[config.mk]
export PLATFORM = sky130hd
export DESIGN_NAME = mult_div_unit_r0
export DESIGN_NICKNAME = d
export VERILOG_FILES = /design/src/rtl/mult_div_unit_r0.sv
export SDC_FILE = /design/constraint.sdc
export NUM_CORES = 1
export LEC_CHECK = 0
export ABC_AREA = 1
export BUFFER_PORTS_ARGS = -buffer_cell sky130_fd_sc_hd__buf_2
export CAP_MARGIN = 15
export CELL_PAD_IN_SITES_DETAIL_PLACEMENT = 1
export CELL_PAD_IN_SITES_GLOBAL_PLACEMENT = 1
export CORE_ASPECT_RATIO = 0.75
export CORE_MARGIN = 2
export CORE_UTILIZATION = 43
export CTS_CLUSTER_DIAMETER = 120
export DETAILED_ROUTE_END_ITERATION = 8
export GPL_TIMING_DRIVEN = 0
export HOLD_SLACK_MARGIN = 0.15
export PLACE_DENSITY_LB_ADDON = 0.1
export SLEW_MARGIN = 20
export SYNTH_ARGS = -nofsm -noshare
export SYNTH_HDL_FRONTEND = slang
export SYNTH_SLANG_ARGS = --single-unit
[constraint.sdc]
create_clock -name clk -period 4.1 [get_ports clk]
set_input_delay 1.025 -clock clk [delete_from_list [all_inputs] [get_ports clk]]
set_output_delay 1.025 -clock clk [all_outputs]
set_load 0.02 [all_outputs]
[src/rtl/mult_div_unit_r0.sv]
// Iterative multiply/divide unit that owns the architectural HI/LO registers.
// Shift-add multiply and restoring divide run one bit per cycle on magnitudes; signs are fixed up at the end.
module mult_div_unit_r0 #(
  parameter int DATA_WIDTH     = 32,
  parameter int ALUFUNCT_WIDTH = 6
) (
  input  logic                      clk,
  input  logic                      rst,
  input  logic                      valid,
  input  logic [ALUFUNCT_WIDTH-1:0] ALUfunct,
  input  logic [DATA_WIDTH-1:0]     rs_data,
  input  logic [DATA_WIDTH-1:0]     rt_data,
  output logic                      stall,
  output logic                      busy,
  output logic                      done,
  output logic [DATA_WIDTH-1:0]     rd_data,
  output logic                      rd_valid
);

  localparam int W  = DATA_WIDTH;
  localparam int CW = $clog2(W + 1);

  localparam logic [ALUFUNCT_WIDTH-1:0] F_MFHI  = ALUFUNCT_WIDTH'('h10);
  localparam logic [ALUFUNCT_WIDTH-1:0] F_MTHI  = ALUFUNCT_WIDTH'('h11);
  localparam logic [ALUFUNCT_WIDTH-1:0] F_MFLO  = ALUFUNCT_WIDTH'('h12);
  localparam logic [ALUFUNCT_WIDTH-1:0] F_MTLO  = ALUFUNCT_WIDTH'('h13);
  localparam logic [ALUFUNCT_WIDTH-1:0] F_MULT  = ALUFUNCT_WIDTH'('h18);
  localparam logic [ALUFUNCT_WIDTH-1:0] F_MULTU = ALUFUNCT_WIDTH'('h19);
  localparam logic [ALUFUNCT_WIDTH-1:0] F_DIV   = ALUFUNCT_WIDTH'('h1A);
  localparam logic [ALUFUNCT_WIDTH-1:0] F_DIVU  = ALUFUNCT_WIDTH'('h1B);

  typedef enum logic [1:0] {S_IDLE, S_RUN, S_FIX} state_t;

  function automatic logic [W-1:0] neg_w(input logic [W-1:0] v);
    return ~v + 1'b1;
  endfunction

  function automatic logic [2*W-1:0] neg_2w(input logic [2*W-1:0] v);
    return ~v + 1'b1;
  endfunction

  // Magnitude of a two's-complement operand; the most negative value maps onto itself as unsigned.
  function automatic logic [W-1:0] mag(input logic signed [W-1:0] v, input logic is_signed);
    return (is_signed && v[W-1]) ? neg_w(v) : v;
  endfunction

  state_t          r_state, w_state_nxt;
  logic [CW-1:0]   r_cnt;
  logic [W-1:0]    r_hi, r_lo;
  logic            r_done;
  logic [W-1:0]    r_acc_hi, r_acc_lo, r_opb;
  logic            r_is_div, r_neg_lo, r_neg_hi, r_dz;

  logic            w_mfhi, w_mthi, w_mflo, w_mtlo, w_md, w_signed, w_div, w_any, w_idle;
  logic [W:0]      w_mul_sum, w_div_sh;
  logic            w_div_ge;
  logic [W-1:0]    w_div_diff;
  logic [2*W-1:0]  w_prod_fix;
  logic [W-1:0]    w_fix_hi, w_fix_lo;

  assign w_mfhi   = valid && (ALUfunct == F_MFHI);
  assign w_mthi   = valid && (ALUfunct == F_MTHI);
  assign w_mflo   = valid && (ALUfunct == F_MFLO);
  assign w_mtlo   = valid && (ALUfunct == F_MTLO);
  assign w_md     = valid && ((ALUfunct == F_MULT) || (ALUfunct == F_MULTU) ||
                              (ALUfunct == F_DIV)  || (ALUfunct == F_DIVU));
  assign w_signed = (ALUfunct == F_MULT) || (ALUfunct == F_DIV);
  assign w_div    = (ALUfunct == F_DIV)  || (ALUfunct == F_DIVU);
  assign w_any    = w_md || w_mfhi || w_mthi || w_mflo || w_mtlo;
  assign w_idle   = (r_state == S_IDLE);

  assign busy     = !w_idle;
  assign stall    = w_any && busy;
  assign done     = r_done;
  assign rd_valid = (w_mfhi || w_mflo) && w_idle;
  assign rd_data  = !w_idle ? '0 : (w_mfhi ? r_hi : (w_mflo ? r_lo : '0));

  // One iteration step for each algorithm; only the one matching r_is_div is used.
  assign w_mul_sum  = {1'b0, r_acc_hi} + (r_acc_lo[0] ? {1'b0, r_opb} : '0);
  assign w_div_sh   = {r_acc_hi, r_acc_lo[W-1]};
  assign w_div_ge   = (w_div_sh >= {1'b0, r_opb});
  assign w_div_diff = w_div_sh[W-1:0] - r_opb;

  assign w_prod_fix = r_neg_lo ? neg_2w({r_acc_hi, r_acc_lo}) : {r_acc_hi, r_acc_lo};
  assign w_fix_hi   = r_is_div ? (r_neg_hi ? neg_w(r_acc_hi) : r_acc_hi) : w_prod_fix[2*W-1:W];
  assign w_fix_lo   = r_is_div ? (r_dz ? '1 : (r_neg_lo ? neg_w(r_acc_lo) : r_acc_lo))
                               : w_prod_fix[W-1:0];

  always_comb begin
    w_state_nxt = r_state;
    case (r_state)
      S_IDLE:  if (w_md) w_state_nxt = S_RUN;
      S_RUN:   if (r_cnt == CW'(1)) w_state_nxt = S_FIX;
      S_FIX:   w_state_nxt = S_IDLE;
      default: w_state_nxt = S_IDLE;
    endcase
  end

  always_ff @(posedge clk) begin
    if (rst) begin
      r_state <= S_IDLE;
      r_cnt   <= '0;
      r_hi    <= '0;
      r_lo    <= '0;
      r_done  <= 1'b0;
    end else begin
      r_state <= w_state_nxt;
      r_done  <= (r_state == S_FIX);
      case (r_state)
        S_IDLE: begin
          if (w_md)   r_cnt <= CW'(W);
          if (w_mthi) r_hi  <= rs_data;
          if (w_mtlo) r_lo  <= rs_data;
        end
        S_RUN:   r_cnt <= r_cnt - 1'b1;
        S_FIX: begin
          r_hi <= w_fix_hi;
          r_lo <= w_fix_lo;
        end
        default: r_cnt <= '0;
      endcase
    end
  end

  // Working registers carry no reset: they are always reloaded before use.
  always_ff @(posedge clk) begin
    if (w_idle && w_md) begin
      r_acc_hi <= '0;
      r_acc_lo <= mag(rs_data, w_signed);
      r_opb    <= mag(rt_data, w_signed);
      r_is_div <= w_div;
      r_neg_lo <= w_signed && (rs_data[W-1] ^ rt_data[W-1]);
      r_neg_hi <= w_signed && w_div && rs_data[W-1];
      r_dz     <= w_div && (rt_data == '0);
    end else if (r_state == S_RUN) begin
      if (r_is_div) begin
        r_acc_hi <= w_div_ge ? w_div_diff : w_div_sh[W-1:0];
        r_acc_lo <= {r_acc_lo[W-2:0], w_div_ge};
      end else begin
        r_acc_hi <= w_mul_sum[W:1];
        r_acc_lo <= {w_mul_sum[0], r_acc_lo[W-1:1]};
      end
    end
  end

endmodule

Yosys cells after proc, flatten, opt, wreduce, memory -nomap -nowiden
Cells that the tools add are included.

operators by class
  equal/unequal tests = 15
  add/sub/neg operators = 8
  reductions and logical operators = 33
  multiplexer cells = 26
  $lt $le $gt $ge = 1
  bitwise logic cells = 7

operators with widths
  operator                                             number
  two-way mux 32 bit                                   18
  adder 32 x 1 -> 32 bit, second input constant        4
  inverter 32 bit                                      4
  one-hot mux 32 bit (2 select lines)                  2
  adder 64 x 1 -> 64 bit, second input constant        1
  two-way mux 64 bit                                   1
  inverter 64 bit                                      1
  equality test 6 x 5 -> 1 bit, second input constant  8
  adder 32 x 32 -> 33 bit                              1
  greater-or-equal comparator 33 x 32 -> 1 bit         1
  logical NOT 32 bit                                   1
  subtractor 32 bit                                    1
  one-hot mux 6 bit (3 select lines)                   1
  logical AND 1 bit                                    14
  logical OR 1 bit                                     10
  inequality test 2 bit, second input constant         4
  AND reduction 2 bit                                  4
  equality test 6 x 1 -> 1 bit, second input constant  1
  two-way mux 6 bit                                    1
  subtractor 6 x 1 -> 6 bit, second input constant     1
  two-way mux 2 bit                                    2
  one-hot mux 2 bit (2 select lines)                   1
  nonzero test 2 bit                                   2
  equality test 2 x 1 -> 1 bit, second input constant  1
  other kinds (5)                                      5

word-level totals
  output and inout bits = 36
  bits in registers = 173
  input bits = 73
  word-level logic and storage cells = 102

Longest topological paths before layout
Gate-level depths: netlist (run 1).

  word-level depth = 10
  gate-level depth with buffers = 19
  depth with buffers taken out = 18

Least setup slack after synthesis (run 1)
No wires, ideal clock.

  path type = input to output
  start point = input port ALUfunct[4]
  end point = output port rd_data[10]
  cell stages on the path = 7
  arrival time = 2.350 ns
  data required time = 3.075 ns
  setup slack = 0.725 ns
  path buffers = 1
  path through = inv_1 -> nor2_2 -> nand3b_1 -> nor3_1 -> clkbuf_1 -> nand2_1 -> a21oi_1

between the ends
  cells in the longest elaborated chain, start to end = 5
  elaborated cells between the ends (all ways) = 7
  those cells by class = eq/ne (2); mux (3); reduce/logical (2)

ends and longest elaborated chain
  item                               RTL line  text
  start, declared                    10        input logic [ALUFUNCT_WIDTH-1:0] ALUfunct,
  equality test 6 x 5 -> 1 bit       63        assign w_mflo = valid && (ALUfunct == F_MFLO);
  logical AND 1 bit                  63
  two-way mux 32 bit                 76        assign rd_data = !w_idle ? '0 : (w_mfhi ? r_hi : (w_mflo ? r_lo : '0));
  two-way mux 32 bit * (2 in a row)  76
  end, declared                      16        output logic [DATA_WIDTH-1:0] rd_data,

Every way passes the cells marked *; elsewhere a longest branch is shown, timed or not.

Worst setup path after layout (run 1)
  start point = input port ALUfunct[5]
  end point = output port rd_data[25]

The elaborated chain is that of the path after synthesis.

==> reports/results.tsv, run 1 <==
stage	metric	value	unit
route	drc	0	
route	totalWireLength	92.5	mm
cells_and_area	fin_nets	3316	
cells_and_area	final_layout_size_suffix_gt1_frac	0.0766	
power_and_ir_drop	power_switching	3.88	mW
synthesis	yosysMostFrequentCell	nand2_1	
sta	fin_worst_hold_slack	0.499	ns
clock_network	cts.sinks	173	
clock_network	cts_tree	done	
worst_setup_path	arrival	2.91	ns
job	maxCapViolations	0	
power_and_ir_drop	irDropWorstVdd	0.370	mV
floorplanning	num_rows	64	
synthesis	ys_seq_area_frac	0.237	
power_and_ir_drop	comb_power_share	0.452	
floorplanning	dieArea	42400	um2
sta	max_slew.worst_pin.slew	1.23	ns
synthesis	netlist_area	17500	um2
route	viasPerCell	5.99	
worst_setup_path	cp_max_fo	10	
synthesis	synth_flop_cell	dfxtp_1	
global_route	grt_use_met1	0.625	
clock_network	cts.reportedPaths.clkPinSlew	0.08	ns
place	port_buffers	108	
global_route	grt_overflow	0	
synthesis	yosys_warnings	0	
synthesis	synthArstFlopShare	0	
power_and_ir_drop	powerDensity	397	nW/um2
worst_setup_path	cp_slowest_cell	nor3_2	
synthesis	synth_top_area_cell	nand2_1	
power_and_ir_drop	p_seq_frac	0.320	
worst_setup_path	cp_common_cell	buf_2	
global_route	grt_pass1_vias	20734	
synthesis	synth_edf_count	68	
synthesis	synth_top_area_frac	0.217	
synthesis	synthTopCellsByArea	nand2_1 22%, dfxtp_1 12%, edfxtp_1 12%	
clock_network	clockBufferDepth	2	
place	place_congestion	1.05	
cells_and_area	postLayoutCellArea	19400	um2
worst_setup_path	max_stage_delay	0.49	ns
floorplanning	die_w	237	um
sta	post-route-period-util	0.961	
floorplanning	num_io_pins	109	
synthesis	synth_common_cells	1013 x nand2_1, 421 x inv_1, 296 x nor2_1, 237 x nand3_1, 211 x o21ai_0	
global_route	grt_usage	0.429	
global_route	grt_pass1_wl	134	mm
power_and_ir_drop	p_sw_frac	0.503	
global_route	met3_usage	0.180	
sta	min_period	3.94	ns
sta	relSlewSlack	0.168	
global_route	gr-max-usage-layer	met1	
power_and_ir_drop	p_int	3.82	mW
place	postPlaceCellArea	18800	um2
global_route	grt_antenna_before_repair	8	
route	drt-initial-drc-count	2814	
worst_setup_path	crit_chain	buf_2 > nor2_2 > nand3b_1 > nor3_2 > clkbuf_2 > nand2_1 > a21oi_1 > buf_2	
route	avgRoutedWirePerCell	24.9	um
cells_and_area	num-fill-cells	5870	
floorplanning	die_h	179	um
clock_network	cts_buffers	17	
worst_setup_path	required	3.07	ns
sta	slew_violations	0	
run_status	outcome	finished, final reports clean	
route	ant_nets	0	
cells_and_area	syn_to_final_growth	10.7	%
synthesis	synth_cell_types	49	
global_route	met2_usage	0.572	
clock_network	clk_latency	0.49	ns
power_and_ir_drop	p_leak	9.50	nW
sta	rsz0062_at_grt	no	
clock_network	cts_root_buffer	clkbuf_16	
floorplanning	core_area	40500	um2
worst_setup_path	path_class	in2out	
sta	fin_worst_skew	0.0175	ns
sta	final-setup-viol-count	0	
route	drtPass1Iterations	7	
power_and_ir_drop	clkPwrFrac	0.228	
synthesis	synth-seq-cells	173	
worst_setup_path	end_kind	output port	
synthesis	synth_cells	3042	
clock_network	htree_levels	4	
floorplanning	start_util	0.432	
sta	fin_tns_setup	0	ns
worst_hold_path	hold_path_class	reg2reg	
route	vias	22259	
sta	fmax	254	MHz
worst_setup_path	start_kind	primary input	
place	dp_hpwl	75.9	mm
sta	final_hold_viol_count	0	
synthesis	avgSynthCellArea	5.76	um2
power_and_ir_drop	power	7.70	mW
global_route	grt_max_degree	30	
synthesis	mappedNetlistNets	3187	
layer usage:
metal  vias up  share of wire  wire length, um
met5         -         0.0018              162
met4        12          0.025             2320
met3       198           0.16            14700
met2      1306           0.37            34000
met1     10752           0.45            41300
li1       9991              -                -
worst paths after layout:
| path | from | to | slack [ns] | cells past startpoint |
|---|---|---|---|---|
| worst min-delay path | r_lo[5] | r_lo[5] | 0.50 | 2 |
| worst max register to register | r_acc_lo[0] | r_acc_hi[11] | 0.29 | 16 |
| worst max-delay path | ALUfunct[5] | rd_data[25] | 0.16 | 8 |
| worst min register to register | r_lo[5] | r_lo[5] | 0.50 | 2 |
sequential cells by signal, summed over array words and instances (netlist names), 2 cells and up:
| signal | cells |
|---|---|
| r_acc_hi | 32 |
| r_cnt | 6 |
| r_state | 2 |
| r_acc_lo | 32 |
| r_lo | 32 |
| r_hi | 32 |
| r_opb | 32 |
through the flow:
stage / setup WS [ns] / util / cells
final: 0.161 / 0.479 / 3715
after global routing: 0.00728 / 0.478 / 3712
after CTS: 0.0360 / 0.478 / 3712
after detailed placement: -0.181 / 0.463 / 3680
after global placement: -0.450 / 0.462 / 3678
after floorplan: 0.725 / - / 3042
critical path, delay by kind of cell:
| kind | cells | cell delay (ns) |
|---|---|---|
| AND/OR/NAND/NOR | 4 | 0.89 |
| AO/OA/AOI/OAI | 1 | 0.27 |
| buffers and inverters | 3 | 0.72 |
kinds of logic after synthesis:
group	share of synthesized area
and+or+nand+nor	0.410
buffers and inverters	0.120
AOI/OAI and AO/OA	0.137
DFF	0.237
xor gates and xnor gates	0.0440
adders and majority gates	0.0523
what timing repair did:
item                                    in CTS  in global routing
endpoints found under the setup margin      27                 15
resized for setup                            1                 13
hold buffers                                 0                  0
buffers inserted                             0                  0
final cells by class:
cell class | count | area (um2) | area share
Inverter | 447 | 1680 | 0.0865
Tap cell | 528 | 661 | 0.0341
Buffer | 100 | 433 | 0.0223
Sequential cell | 173 | 4140 | 0.214
Clock buffer | 20 | 478 | 0.0247
Multi-Input combinational cell | 2322 | 11300 | 0.582
Clock inverter | 12 | 120 | 0.00620
Antenna cell | 3 | 7.51 | 0.000387
Timing Repair Buffer | 110 | 588 | 0.0303
power groups by stage:
stage                     Sequential (mW)  Combinational, mW  Clock, mW
after detailed placement             2.45               3.29          0
after global routing                 2.43               3.77       1.81
after floorplan                      2.14               2.23          0
after CTS                            2.41               3.32       1.74
after global placement               2.45               3.18          0
final                                2.47               3.48       1.76
layout by cell type, fill, tap and decap left out, types with 3 or more instances in the layout:
| cell | n |
|---|---|
| a21oi_1 | 162 |
| a31oi_1 | 14 |
| and2_1 | 3 |
| buf_1 | 14 |
| buf_2 | 121 |
| buf_6 | 3 |
| clkbuf_1 | 63 |
| clkbuf_16 | 18 |
| clkbuf_2 | 6 |
| dfxtp_1 | 105 |
| diode_2 | 3 |
| edfxtp_1 | 68 |
| ha_1 | 70 |
| inv_1 | 421 |
| inv_2 | 24 |
| inv_8 | 5 |
| nand2_1 | 1012 |
| nand2_2 | 16 |
| nand2_4 | 4 |
| nand3_1 | 237 |
| nand3b_1 | 14 |
| nand4_1 | 42 |
| nor2_1 | 296 |
| nor2_2 | 17 |
| nor2_4 | 4 |
| nor3_1 | 46 |
| nor3_2 | 4 |
| nor4_1 | 7 |
| o211ai_1 | 5 |
| o21ai_0 | 207 |
| o21ai_1 | 21 |
| o21bai_1 | 8 |
| o22ai_1 | 3 |
| o31ai_1 | 20 |
| xnor2_1 | 23 |
| xor2_1 | 65 |
Note: power is estimated with default switching activity, not from simulation.
==> run 2: changes to the inputs <==
Settings changed: CORE_UTILIZATION 43 to 44, CTS_BUF_LIST set to sky130_fd_sc_hd__clkbuf_2.
==> reports/results.tsv, run 2 (synthesis results as in run 1) <==
stage	metric	value	unit	change
run_status	outcome	finished, final reports clean		unchanged
power_and_ir_drop	power	6.89	mW	was 7.70 mW
worst_setup_path	startpoint	ALUfunct[5]		unchanged
power_and_ir_drop	comb_power_share	0.493		was 0.452
cells_and_area	final_common_cell	nand2_1		unchanged
job	maxCapViolations	0		unchanged
clock_network	cts_tree	done		unchanged
worst_setup_path	arrival	2.93	ns	was 2.91 ns
global_route	grt_pass1_wl	131	mm	was 134 mm
clock_network	cts.sinks	173		unchanged
power_and_ir_drop	p_int	3.14	mW	was 3.82 mW
floorplanning	die_h	177	um	was 179 um
worst_setup_path	cp_max_fo	10		unchanged
sta	final-setup-viol-count	0		unchanged
place	postPlaceCellArea	18800	um2	about the same
sta	fin_worst_hold_slack	0.245	ns	was 0.499 ns
power_and_ir_drop	clkPwrFrac	0.150		was 0.228
place	port_buffers	108		unchanged
route	ant_nets	0		unchanged
power_and_ir_drop	irDropWorstVdd	0.203	mV	was 0.370 mV
clock_network	cts_resized	2		was 1
route	drc	0		unchanged
sta	fin_tns_setup	0	ns	unchanged
sta	fmax	253	MHz	was 254 MHz
floorplanning	num_io_pins	109		unchanged
floorplanning	die_w	234	um	was 237 um
cells_and_area	most-common-layout-cells	1012 x nand2_1, 421 x inv_1, 296 x nor2_1, 237 x nand3_1, 211 x o21ai_0		was 1012 x nand2_1, 421 x inv_1, 296 x nor2_1, 237 x nand3_1, 207 x o21ai_0
route	drtPass1Iterations	7		unchanged
sta	min_period	3.95	ns	was 3.94 ns
route	avgRoutedWirePerCell	24.6	um	was 24.9 um
worst_setup_path	crit_chain	buf_2 > nor2_2 > nand3b_1 > nor3_4 > clkbuf_1 > nand2_1 > a21oi_1 > buf_2		was buf_2 > nor2_2 > nand3b_1 > nor3_2 > clkbuf_2 > nand2_1 > a21oi_1 > buf_2
sta	max_slew.worst_pin.slew	1.24	ns	was 1.23 ns
power_and_ir_drop	p_sw_frac	0.544		was 0.503
floorplanning	num_rows	63		was 64
floorplanning	start_util	0.444		was 0.432
worst_setup_path	path_class	in2out		unchanged
cells_and_area	fin_nets	3316		unchanged
worst_setup_path	rrSetupSlack	0.49	ns	was 0.29 ns
route	vias	22009		was 22259
worst_setup_path	cp_slowest_cell	clkbuf_1		was nor3_2
clock_network	cts.reportedPaths.clkPinSlew	0.29	ns	was 0.08 ns
clock_network	cts_buffers	17		unchanged
clock_network	htree_levels	4		unchanged
cells_and_area	final_layout_size_suffix_gt1_frac	0.0760		was 0.0766
worst_setup_path	reg2reg_depth	16		unchanged
worst_setup_path	r2r_end	r_acc_hi[11]		unchanged
place	dp.cells	3672		was 3680
power_and_ir_drop	p_seq_frac	0.357		was 0.320
worst_setup_path	worstSetupEndpoint	rd_data[20]		was rd_data[25]
cells_and_area	postLayoutCellArea	19000	um2	was 19400 um2
global_route	grt_pass1_vias	20734		unchanged
power_and_ir_drop	power_switching	3.74	mW	was 3.88 mW
sta	final_hold_viol_count	0		unchanged
power_and_ir_drop	powerDensity	362	nW/um2	was 397 nW/um2
cells_and_area	stdcell_count	3706		was 3715
sta	slew_violations	0		unchanged
sta	rsz0062_at_grt	no		unchanged
cells_and_area	syn_to_final_growth	8.54	%	was 10.7%
clock_network	clockBufferDepth	2		unchanged
floorplanning	core_area	39400	um2	was 40500 um2
global_route	grt_antenna_before_repair	3		was 8
worst_setup_path	required	3.07	ns	about the same
worst_setup_path	max_stage_delay	0.46	ns	was 0.49 ns
floorplanning	dieArea	41400	um2	was 42400 um2
clock_network	clk_latency	1.01	ns	was 0.49 ns
worst_setup_path	worstReg2RegStart	r_acc_lo[0]		unchanged
clock_network	cts_root_buffer	clkbuf_2		was clkbuf_16
global_route	grt_overflow	0		unchanged
clock_network	hold_buffers	0		unchanged
route	viasPerCell	5.94		was 5.99
power_and_ir_drop	p_leak	9.34	nW	was 9.50 nW
sta	fin_worst_skew	0.0724	ns	was 0.0175 ns
sta	post-route-period-util	0.965		was 0.961
worst_hold_path	hold_path_class	in2reg		was reg2reg
clock_network	cts_setup_buffers	0		unchanged
place	place_congestion	1.03		was 1.05
global_route	grt_usage	0.434		was 0.429
worst_setup_path	cp_common_cell	buf_2		unchanged
worst_setup_path	end_kind	output port		unchanged
sta	relSlewSlack	0.168		about the same
worst_setup_path	start_kind	primary input		unchanged
route	drt-initial-drc-count	2482		was 2814
global_route	grt_max_degree	32		was 30
route	totalWireLength	91.2	mm	was 92.5 mm
place	dp_hpwl	76.2	mm	was 75.9 mm
[run 2: cell count changes in the layout (fill, tap and decap cells not counted), sizes merged]
cell / previous run / this run
diode: 3 / 2
inv: 452 / 453
clkinv: 6 / 8
clkbuf: 89 / 87
buf: 141 / 140
[run 2: final cells by class]
type,count,area [um2]
clock inverters,15,148
well taps,520,651
repair buffers,110,588
clock buffers,17,85.1
flip-flops and latches,173,4140
inverters,447,1680
fillers,5746,20400
multi-input cells,2322,11300
diodes,2,5.00
plain buffers,100,430
[run 2: worst min path at each step]
stage               start  cells past startpoint        to
2_1_floorplan     r_lo[2]                      2   r_lo[2]
3_3_place_gp      r_lo[1]                      2   r_lo[1]
3_5_place_dp      r_lo[1]                      2   r_lo[1]
4_1_cts        rt_data[0]                      1  r_opb[0]
5_1_grt        rt_data[0]                      1  r_opb[0]
6_report       rt_data[0]                      1  r_opb[0]
[run 2: worst max-delay path: cells and delay by family]
kind | cells | cell delay, ns
buffers and inverters | 3 | 0.78
AO/OA/AOI/OAI | 1 | 0.27
AND/OR/NAND/NOR | 4 | 0.86
[run 2: layer usage]
layer,global-route usage,share of wire,vias to the layer above
li1,-,-,9983
met1,0.634,0.45,10692
met2,0.566,0.37,1213
met3,0.207,0.16,119
met4,0.0878,0.018,2
met5,0.0240,0.0014,-
[run 2: power by group through the flow]
stage               logic [mW]  clock network (mW)  registers (mW)
finish                    3.40                1.03            2.46
global route              3.70                1.07            2.43
CTS                       3.25                1.01            2.41
detailed placement        3.23                   0            2.44
global placement          3.11                   0            2.44
floorplan                 2.23                   0            2.14
[run 2: stage by stage]
step                      worst slack, ns  utilization
after CTS                          0.0667        0.482
after global placement             -0.350        0.475
after floorplan                     0.725            -
final                               0.146        0.482
after global routing               0.0181        0.482
after detailed placement           -0.386        0.476
